`src/rtl/rr_arbiter8.sv`:
```
// rr_arbiter8 -- 8-way round-robin arbiter with a bounded grant hold time.
//
// A requester keeps the grant until it drops its request or has held it for
// MAX_HOLD cycles, after which the arbiter spends one idle GAP cycle and
// re-arbitrates starting just past the last winner. All outputs come
// straight from flops; nothing in REQ reaches an output combinationally.
//
// Ports:
//   clk    in   1  rising-edge clock
//   rst_n  in   1  asynchronous active-low reset
//   req    in   8  request lines, bit i = requester i wants the resource
//   gnt    out  8  one-hot grant (all zero when no grant is active)
//   gntId  out  3  index of the granted requester (0 when not busy)
//   busy   out  1  high while a grant is active
module rr_arbiter8 #(
    parameter int MAX_HOLD = 8          // legal range 1..15
) (
    input  logic       clk,
    input  logic       rst_n,
    input  logic [7:0] req,
    output logic [7:0] gnt,
    output logic [2:0] gntId,
    output logic       busy
);

    typedef enum logic [1:0] {
        IDLE  = 2'd0,
        GRANT = 2'd1,
        GAP   = 2'd2
    } state_t;

    state_t     state, stateNext;
    logic [2:0] ptr, ptrNext;
    logic [3:0] cnt, cntNext;
    logic [2:0] idNext;
    logic [2:0] winner;
    logic       anyReq;
    logic       dropGrant;

    assign anyReq    = |req;
    // Holder leaves when it stops asking or has used up its hold budget.
    assign dropGrant = !req[gntId] || (cnt == 4'(MAX_HOLD));

    // First set request searching ptr, ptr+1, ... with 3-bit wrap. The loop
    // runs from the farthest offset down so the nearest hit is written last.
    always_comb begin
        winner = ptr;
        for (int i = 7; i >= 0; i--) begin
            if (req[ptr + 3'(i)]) winner = ptr + 3'(i);
        end
    end

    // State and output registers
    always_ff @(posedge clk or negedge rst_n) begin
        if (!rst_n) begin
            state <= IDLE;
            ptr   <= 3'd0;
            cnt   <= 4'd0;
            gntId <= 3'd0;
            gnt   <= 8'h00;
            busy  <= 1'b0;
        end else begin
            state <= stateNext;
            ptr   <= ptrNext;
            cnt   <= cntNext;
            gntId <= idNext;
            gnt   <= (stateNext == GRANT) ? (8'b1 << idNext) : 8'h00;
            busy  <= (stateNext == GRANT);
        end
    end

    // Next-state logic
    always_comb begin
        stateNext = state;
        case (state)
            GRANT:   stateNext = dropGrant ? GAP : GRANT;
            default: stateNext = anyReq ? GRANT : IDLE;   // IDLE and GAP
        endcase
    end

    // Next values for pointer, hold counter and granted index
    always_comb begin
        ptrNext = ptr;
        cntNext = cnt;
        idNext  = 3'd0;
        case (state)
            GRANT: begin
                if (dropGrant) begin
                    // Start the next search just past the holder so it
                    // goes to the back of the line.
                    ptrNext = gntId + 3'd1;
                    cntNext = 4'd0;
                end else begin
                    cntNext = cnt + 4'd1;
                    idNext  = gntId;
                end
            end
            default: begin
                if (anyReq) begin
                    idNext  = winner;
                    cntNext = 4'd1;
                end
            end
        endcase
    end

endmodule

```
`config.mk`:
```
export PLATFORM = sky130hd
export DESIGN_NAME = rr_arbiter8
export DESIGN_NICKNAME = d
export VERILOG_FILES = /design/src/rtl/rr_arbiter8.sv
export SDC_FILE = /design/constraint.sdc
export NUM_CORES = 1
export LEC_CHECK = 0
export ABC_AREA = 1
export CORE_UTILIZATION = 49
export DETAILED_ROUTE_END_ITERATION = 10
export GPL_ROUTABILITY_DRIVEN = 0
export PLACE_DENSITY = 0.76
export REMOVE_ABC_BUFFERS = 1
export SYNTH_ARGS = -nofsm -noshare
export SYNTH_HDL_FRONTEND = slang
export SYNTH_SLANG_ARGS = --single-unit
```
`constraint.sdc`:
```
create_clock -name clk -period 2.3 [get_ports clk]
set_input_delay 0.46 -clock clk [delete_from_list [all_inputs] [get_ports clk]]
set_output_delay 0.46 -clock clk [all_outputs]
set_load 0.01 [all_outputs]
```
## Word level (Yosys, flattened, before mapping)

Cells that the tools add are included.

- Register bits after elaboration: 21
- Input port bits: 10
- Output and inout port bits: 12
- Logic and storage cells: 69

- Add/sub/neg operators: 9
- Magnitude comparators: 9
- Equality and inequality tests: 3
- Shift operators: 1
- Mux-type cells: 36
- Reduce and logical (&&, ||, !) cells: 5

Operators by type and width:

| operator | number |
|---|---|
| less-than comparator 3 x 4 -> 1 bit, second input constant | 9 |
| 2-to-1 mux 3 bit | 11 |
| binary-select mux 1 bit (select 3 bit) | 9 |
| adder 3 bit, second input constant | 4 |
| 2-to-1 mux 4 bit | 3 |
| 2-to-1 mux 1 bit | 10 |
| 2-to-1 mux 8 bit | 1 |
| OR reduction 8 bit | 1 |
| left shift 1 x 3 -> 8 bit, first input constant | 1 |
| adder 3 x 1 -> 3 bit, second input constant | 2 |
| adder 3 x 2 -> 3 bit, second input constant | 2 |
| adder 4 x 1 -> 4 bit, second input constant | 1 |
| equality test 2 x 1 -> 1 bit, second input constant | 2 |
| equality test 4 bit, second input constant | 1 |
| 2-to-1 mux 2 bit | 2 |
| AND reduction 2 bit | 1 |
| nonzero test 2 bit | 1 |
| logical NOT 1 bit | 1 |
| logical OR 1 bit | 1 |

## Depth between registers and ports, before layout

- Depth after elaboration: 15
- Mapped depth: 22
- Gate-level depth less buffers: 21

## Least setup slack after synthesis

Ideal clock, no wire load.

- Kind: register to register
- Start: reg ptr[1]
- End: reg gnt[2]
- Setup time: 118 ps
- Arrival time: 2076 ps
- Data required time: 2182 ps
- Path slack: 106 ps
- Cell stages (with the launch flop): 20
- Path buffers: 1
- Period minus slack after synthesis: 2194 ps
- Cells stage by stage: dfrtp_1 inv_2 buf_6 ha_1 inv_1 nand3_1 nand3_1 nand2_1 a21oi_1 nand2_1 nand2_1 nand2_1 nand2_1 nand2_1 nand2_1 nand2_1 nand2_1 nand2_2 nand2_1 nor2_1

- Cells in the longest elaborated chain, start to end: 15
- Elaborated cells between the ends (all ways): 35
- Classes of those cells: add/sub: 7; shift: 1; mux: 27

RTL lines:

| what | line | source |
|---|---|---|
| start: declaration | 33 | `logic [2:0] ptr, ptrNext;` |
| start signal: assignment | 64 | `ptr <= ptrNext;` |
| adder 3 bit | 49 | `if (req[ptr + 3'(i)]) winner = ptr + 3'(i);` |
| binary-select mux 1 bit (select 3 bit) | 49 |  |
| 2-to-1 mux 1 bit (implied by the code) | 49 |  |
| 2-to-1 mux 3 bit (7 in series) | 49 |  |
| 2-to-1 mux 3 bit (*) | 49 |  |
| 2-to-1 mux 3 bit (*) | 99 | `if (anyReq) begin` |
| 2-to-1 mux 3 bit (*) | 86 | `case (state)` |
| via idNext[1] | 35 | `logic [2:0] idNext;` |
| left shift 1 x 3 -> 8 bit (*) | 67 | `gnt <= (stateNext == GRANT) ? (8'b1 << idNext) : 8'h00;` |
| 2-to-1 mux 8 bit (*) | 67 |  |
| end signal: assignment | 67 |  |
| end: declaration | 21 | `output logic [7:0] gnt,` |

The timed path passes the listed nets; every way through them passes the cells marked *. The select of a mux whose other input is x is not followed.
A chain may end at the register's enable or synchronous reset.

## Final worst setup path

- Start: reg ptr[1]
- End: reg gnt[4]

- Cells in the longest elaborated chain, start to end: 15
- Elaborated cells between the ends (all ways): 35
- Classes of those cells: add/sub: 7; shift: 1; mux: 27

RTL lines:

| what | line |
|---|---|
| adder 3 bit | 49 |
| binary-select mux 1 bit (select 3 bit) | 49 |
| 2-to-1 mux 1 bit (implied by the code) | 49 |
| 2-to-1 mux 3 bit (7 in series) | 49 |
| 2-to-1 mux 3 bit (*) | 49 |
| 2-to-1 mux 3 bit (*) | 99 |
| 2-to-1 mux 3 bit (*) | 86 |
| left shift 1 x 3 -> 8 bit (*) | 67 |
| 2-to-1 mux 8 bit (*) | 67 |

Every way passes the cells marked *; elsewhere a longest branch is shown, timed or not. The select of a mux whose other input is x is not followed.

==> summary.txt <==
CTS Buffer Depth - 2
Seq/Total Area, Yosys - 32.3%
Minimum clock period - 2.14 ns
Post-synth cell types - 23
Via Count - 1615
CTS tree - built
#FFs+latches synth - 20
Most frequent cells in the layout - 67 x nand2_1, 28 x inv_1, 27 x nand3_1
Min-delay worst type - input port to async pin
Worst path slowest cell - dfrtp_1
Ranking of synthesized cells by area - dfrtp_1 32%, nand2_1 17%, nand3_1 11%, inv_1 7.0%, nand3_2 5.2%
Number of setup violations in the final report - 0
Origin of the critical flop-to-flop path - ptr[1]$_DFFE_PN0P_
Cells after synthesis - 232
Die width - 58.2 um
Critical Path RT - 2.54 ns
WL/cell - 12.5 um
Share of the synthesized area in the top cell type - 32.3%
Clock Latency Late Sink - 0.30 ns
DRT antenna net count - 0
Initial antenna violation count - 0
Vias per std cell - 5.09
CTS root buf - clkbuf_4
Synthesized area per cell - 6.68 um^2
Starting Density - 51.2%
Worst path max stage delay - 0.43 ns
Total Routing Usage GR - 24.6%
Worst path bufs/invs - 3
Crit path kind - flip-flop to flip-flop
Std cell rows - 20
Cell area after synthesis - 0.00155 mm^2
Share of cells above drive strength 1 - 23.8%
TritonCTS buffer count - 3
CTS Sinks - 20
Worst slack at placement - -0.104 ns
Total congestion overflow - 0
Hold Buf Count CTS - 0
Ys Warns - 0
Placement Cell Area - 0.00191 mm^2
DRT Wirelength - 3.97 mm
Critical Path Most Common Cell - nand2_1
Synth area leader - dfrtp_1
Final Hold Fails - 0
Worst path depth - 18
Global-route wire length before repair - 6.43 mm
Io pins - 22
Worst Reg-to-Reg Cells - 18
Slew @ Worst Pin - 0.392 ns
Status - completed
Nets - 289
PnR worst setup slack - 0.159 ns
DRC - 0
DPL Wire Length - 2.97 mm
Relative slew slack - 73.8%
Design area - 0.00207 mm^2
N_diodes - 0
DRT Pass-1 Iters - 6
Die Ht - 58.2 um
Crit path arrival time - 2.39 ns
Largest net degree at the start of global routing - 21
Vias in the first global route - 1502
Initial DRC Count - 101
H-tree level count - 1
Synth-to-layout area growth - 33.4%
Fin Clk Skew - 0.00272 ns
CP Capture Type - flip-flop
Critical path startpoint - ptr[1]$_DFFE_PN0P_
Input/output buffers - 21
Slew Viols, Final - 0
Max frequency - 467 MHz
Core area - 0.00303 mm^2
Worst Path Max Fanout - 3
Delay-heaviest family, CP - simple AND/OR/NAND/NOR gates
Max Cap Viol - 0
Commonest non-fill, non-tap cell in the layout - nand2_1
Die footprint - 0.00339 mm^2
Tcrit/Tclk final - 93.1%
CP cell instances - buf_6 > ha_2 > xor2_2 > inv_1 > nand3_2 > nand2_2 > inv_2 > nand2_1 > nand2_1 > nand2_1 > nand2_1 > nand2_2 > nand2_1 > nand2_1 > nand2_2 > a21oi_2 > nand2_1 > nor2_1
Startpoint Class - flip-flop
Reg clk slew, reported paths - 0.12 ns
kinds of logic (layout without fill, tap and decap cells):
kind of cell,count (synthesis),after routing,synth area share [%]
and+or+nand+nor,140,140,41.2
AOI/OAI and AO/OA,24,24,8.80
adders and majority gates,5,5,4.04
xor gates and xnor gates,4,4,2.74
buffers and inverters,39,80,10.9
DFF,20,20,32.3
synth_stat cells (all sizes together):
cell type	count
o21ai	10
a22oi	1
nand2	79
a31oi	1
a21oi	9
dfrtp	20
ha	5
o22ai	2
xor2	2
nand3	41
buf	3
inv	36
xnor2	2
a21boi	1
nor4	1
nor2	18
nand4	1
path summary, 6_finish.rpt:
kind,to,slack [ns]
max reg2reg,gnt[4]$_DFF_PN0_,0.16
max in group asynchronous,ptr[2]$_DFFE_PN0P_,1.61
min reg2reg,cnt[3]$_DFFE_PN0P_,0.56
min,ptr[0]$_DFFE_PN0P_,0.47
min in group clk,cnt[3]$_DFFE_PN0P_,0.56
max,gnt[4]$_DFF_PN0_,0.16
worst register-to-register path, stage by stage (launching register included):
cell and delay, ns:
dfrtp_1 0.43, buf_6 0.14, ha_2 0.17, xor2_2 0.16, inv_1 0.11, nand3_2 0.10, nand2_2 0.11, inv_2 0.03
nand2_1 0.05, nand2_1 0.04, nand2_1 0.05, nand2_1 0.06, nand2_2 0.06, nand2_1 0.05, nand2_1 0.07, nand2_2 0.07
a21oi_2 0.17, nand2_1 0.10, nor2_1 0.12
state kept, by name, summed over array words and instances (netlist names):
| signal | flops |
|---|---|
| busy | 1 |
| cnt | 4 |
| gnt | 8 |
| gntId | 3 |
| ptr | 3 |
| state | 1 |
repair_timing:
action,in CTS,in global routing
endpoints found under the setup margin,0,10
gates resized for setup,0,22
setup buffers,0,2
layout make-up:
| cell class | instances | area, um^2 |
|---|---|---|
| inverter | 36 | 135 |
| timing repair buffer | 40 | 379 |
| sequential | 20 | 502 |
| clock buffer | 3 | 22.5 |
| clock inverter | 1 | 30.0 |
| fill | 264 | 960 |
| multi-input combinational | 173 | 945 |
| tap | 44 | 55.1 |
per-stage QoR:
| stage | TNS, ns | util [%] | hold slack, ns | cells |
|---|---|---|---|---|
| after CTS | 0 | 64.8 | 0.483 | 315 |
| final | 0 | 68.3 | 0.475 | 317 |
| after global placement | -0.500 | 63.1 | 0.511 | 311 |
| after detailed placement | -0.649 | 63.1 | 0.534 | 311 |
| after floorplan | 0 | - | 0.164 | 229 |
| after global routing | -0.0365 | 68.3 | 0.512 | 317 |
per-layer routing:
metal / vias to the layer above / global-route usage, % / part of all wire, %
li1: 822 / - / -
met1: 729 / 33.1 / 45
met2: 53 / 40.2 / 48
met3: 11 / 2.90 / 5.0
met4: 0 / 10.2 / 1.9
met5: - / 0 / 0
Power is left out: the tool's default activity adds up to more than one toggle a clock period on the data nets, which glitch-free logic cannot reach.
==> variant: new RTL, same settings <==
Encoding of `state_t`: now one-hot (3 bits for 3 states).
--- a/src/rtl/rr_arbiter8.sv
+++ b/src/rtl/rr_arbiter8.sv
@@ -24,8 +24,8 @@
 );
 
-    typedef enum logic [1:0] {
-        IDLE  = 2'd0,
-        GRANT = 2'd1,
-        GAP   = 2'd2
+    typedef enum logic [2:0] {
+        IDLE  = 3'b001,
+        GRANT = 3'b010,
+        GAP   = 3'b100
     } state_t;
 
Behaviour: no difference found for any inputs over 10 cycles, from zero or initial values and one cycle with rst_n low; not proved beyond that.
==> variant against the original RTL <==
Area after synthesis up 3.1%. Sequential share of layout area rose by 0.82 points. Wire length down 1.2%. Clock skew increased by 0.00093 ns. Final area rose by 1.8%. Setup slack improved by 0.046 ns. Sequential cell count rose by 1. Critical path type is now in2reg.
Power is left out: the tool's default activity adds up to more than one toggle a clock period on the data nets, which glitch-free logic cannot reach.
==> variant: results (changes against the original RTL) <==
.. list-table::
   :header-rows: 1

   * - Metric
     - Value
   * - DRC marker count from the first detailed-route iteration
     - 122 (+21%)
   * - Deepest level of the CTS H-tree
     - 1 (unchanged)
   * - Buffer cell driving the clock tree root
     - clkbuf_4
   * - Estimated wirelength of the detail-placed design
     - 3070 µm (+3.5%)
   * - Clock skew
     - 0.00365 ns (+0.000929 ns)
   * - First-pass GRT wire length
     - 6760 µm (+5.1%)
   * - Mean number of vias per cell
     - 5.25 (+3.1%)
   * - Flop-to-flop setup slack
     - 0.26 ns (+0.10 ns)
   * - Largest driver fanout on the critical path
     - 4 (+1)
   * - GRT Resource Usage Total
     - 0.255 (+0.00889)
   * - Number of nets at the end of the flow
     - 290 (+0.35%)
   * - Count of warnings emitted by yosys
     - 0 (unchanged)
   * - Routed wirelength normalized by instance count
     - 12.3 µm (-1.5%)
   * - Post-synthesis sequential area ratio
     - 0.329 (+0.00658)
   * - Largest net degree at the start of global routing
     - 22 (+4.8%)
   * - Data arrival time at the worst-slack endpoint
     - 2.33 ns (-0.06 ns)
   * - Reg2Reg Depth
     - 18 (unchanged)
   * - Highest-delay cell along the critical path
     - clkdlybuf4s50_1
   * - Count of antenna diodes in the layout
     - 0 (unchanged)
   * - Worst Max-Slew Pin Slew
     - 0.427 ns (+0.0352 ns)
   * - Critical Path Sink
     - gnt[5]
   * - Via count of the first global-routing pass
     - 1,607 (+7.0%)
   * - Unique cell type count in the Yosys netlist
     - 24 (+4.3%)
   * - Tightest Hold Check Type
     - in2async
   * - Number of iterations in the first detailed-routing pass
     - 4 (-2)
   * - Number of antenna violations at the first check in global routing
     - 0 (unchanged)
   * - Delay of the slowest critical-path stage
     - 0.56 ns (+0.13 ns)
   * - Layout cells sized above 1
     - 0.266 (+0.0283)
   * - Inserted Clock Buffers
     - 3 (unchanged)
   * - Top cells by area, synth
     - dfrtp_1 (31%), nand2_1 (16%), nand3_1 (9.4%)
   * - Critical path startpoint
     - req[1]
   * - Status
     - finished, final reports clean
   * - Largest regs
     - gnt (8), cnt (4)
   * - Top cells by count, synth
     - nand2_1 (68), nand3_1 (30), dfrtp_1 (20), inv_1 (20), nor2_1 (18)
   * - Filler cell count in the final layout
     - 263 (-0.38%)
variant: cell types whose count changed in the layout (fill, tap and decap cells not counted), moves of 2 or more:
cell,change
inv_1,-8
nand3_1,-2
buf_4,+5
o21ai_1,+2
inv_2,+3
variant: worst register-to-register path, stage by stage, from the launching register on:
cell and delay (ns):
dfrtp_1 0.40, inv_2 0.07, ha_4 0.32, inv_6 0.06, nand3_2 0.09, nand3_2 0.10, nand2_2 0.09, nand2_1 0.06
nand3_1 0.06, nand2_1 0.05, nand2_1 0.05, nand2_1 0.04, nand2_1 0.05, nand2_1 0.04, nand2_1 0.07, nand2_2 0.06
a21oi_2 0.17, nand2_1 0.09, nor2_1 0.11
variant: cell type report:
type / count / area, µm² / area share
Tap cell: 44 / 55.1 / 0.0261
Multi-Input combinational cell: 173 / 977 / 0.464
Inverter: 33 / 131 / 0.0624
Clock buffer: 4 / 26.3 / 0.0125
Timing Repair Buffer: 43 / 388 / 0.184
Sequential cell: 21 / 528 / 0.251
variant: logic make-up (layout without fill, tap and decap cells):
group / Yosys count / count (layout) / synth area share
XOR/XNOR: 4 / 4 / 0.0337
adder cells (fa/ha/maj): 5 / 5 / 0.0391
flip-flops: 21 / 21 / 0.329
AO/OA/AOI/OAI: 27 / 27 / 0.0994
AND/OR/NAND/NOR: 137 / 137 / 0.398
buffers and inverters: 36 / 80 / 0.100
variant: layer usage:
layer  GRT usage  part of all wire
met1       0.317              0.43
met2       0.450              0.49
met3      0.0197             0.051
met4       0.119             0.033
met5           0                 0
variant: how the worst min path moves through the flow:
| stage | start | end | slack [ns] | cells past startpoint |
|---|---|---|---|---|
| after floorplan | rst_n | busy | 0.16 | 0 |
| after global placement | cnt[3] | cnt[3] | 0.52 | 2 |
| after detailed placement | cnt[3] | cnt[3] | 0.53 | 2 |
| after CTS | rst_n | gntId[1] | 0.48 | 2 |
| after global routing | rst_n | cnt[3] | 0.50 | 2 |
| final | rst_n | gntId[1] | 0.48 | 2 |
variant: timing repair:
item                       4_1_cts  5_1_grt
setup endpoints to repair        0       10
setup buffers                    0        5
gates resized for setup          0       22
hold endpoints to repair         0        0
variant: per-stage QoR:
| stage | setup WS (ns) | std cells | utilization | cell area (µm²) | hold WS [ns] |
|---|---|---|---|---|---|
| final | 0.206 | 318 | 0.684 | 2110 | 0.476 |
| after global routing | -0.0179 | 318 | 0.684 | 2110 | 0.496 |
| after CTS | 0.0402 | 313 | 0.645 | 1980 | 0.478 |
| after detailed placement | -0.100 | 309 | 0.636 | 1960 | 0.530 |
| after global placement | -0.0718 | 309 | 0.636 | 1960 | 0.521 |
| after floorplan | 0.105 | 227 | - | 1570 | 0.164 |
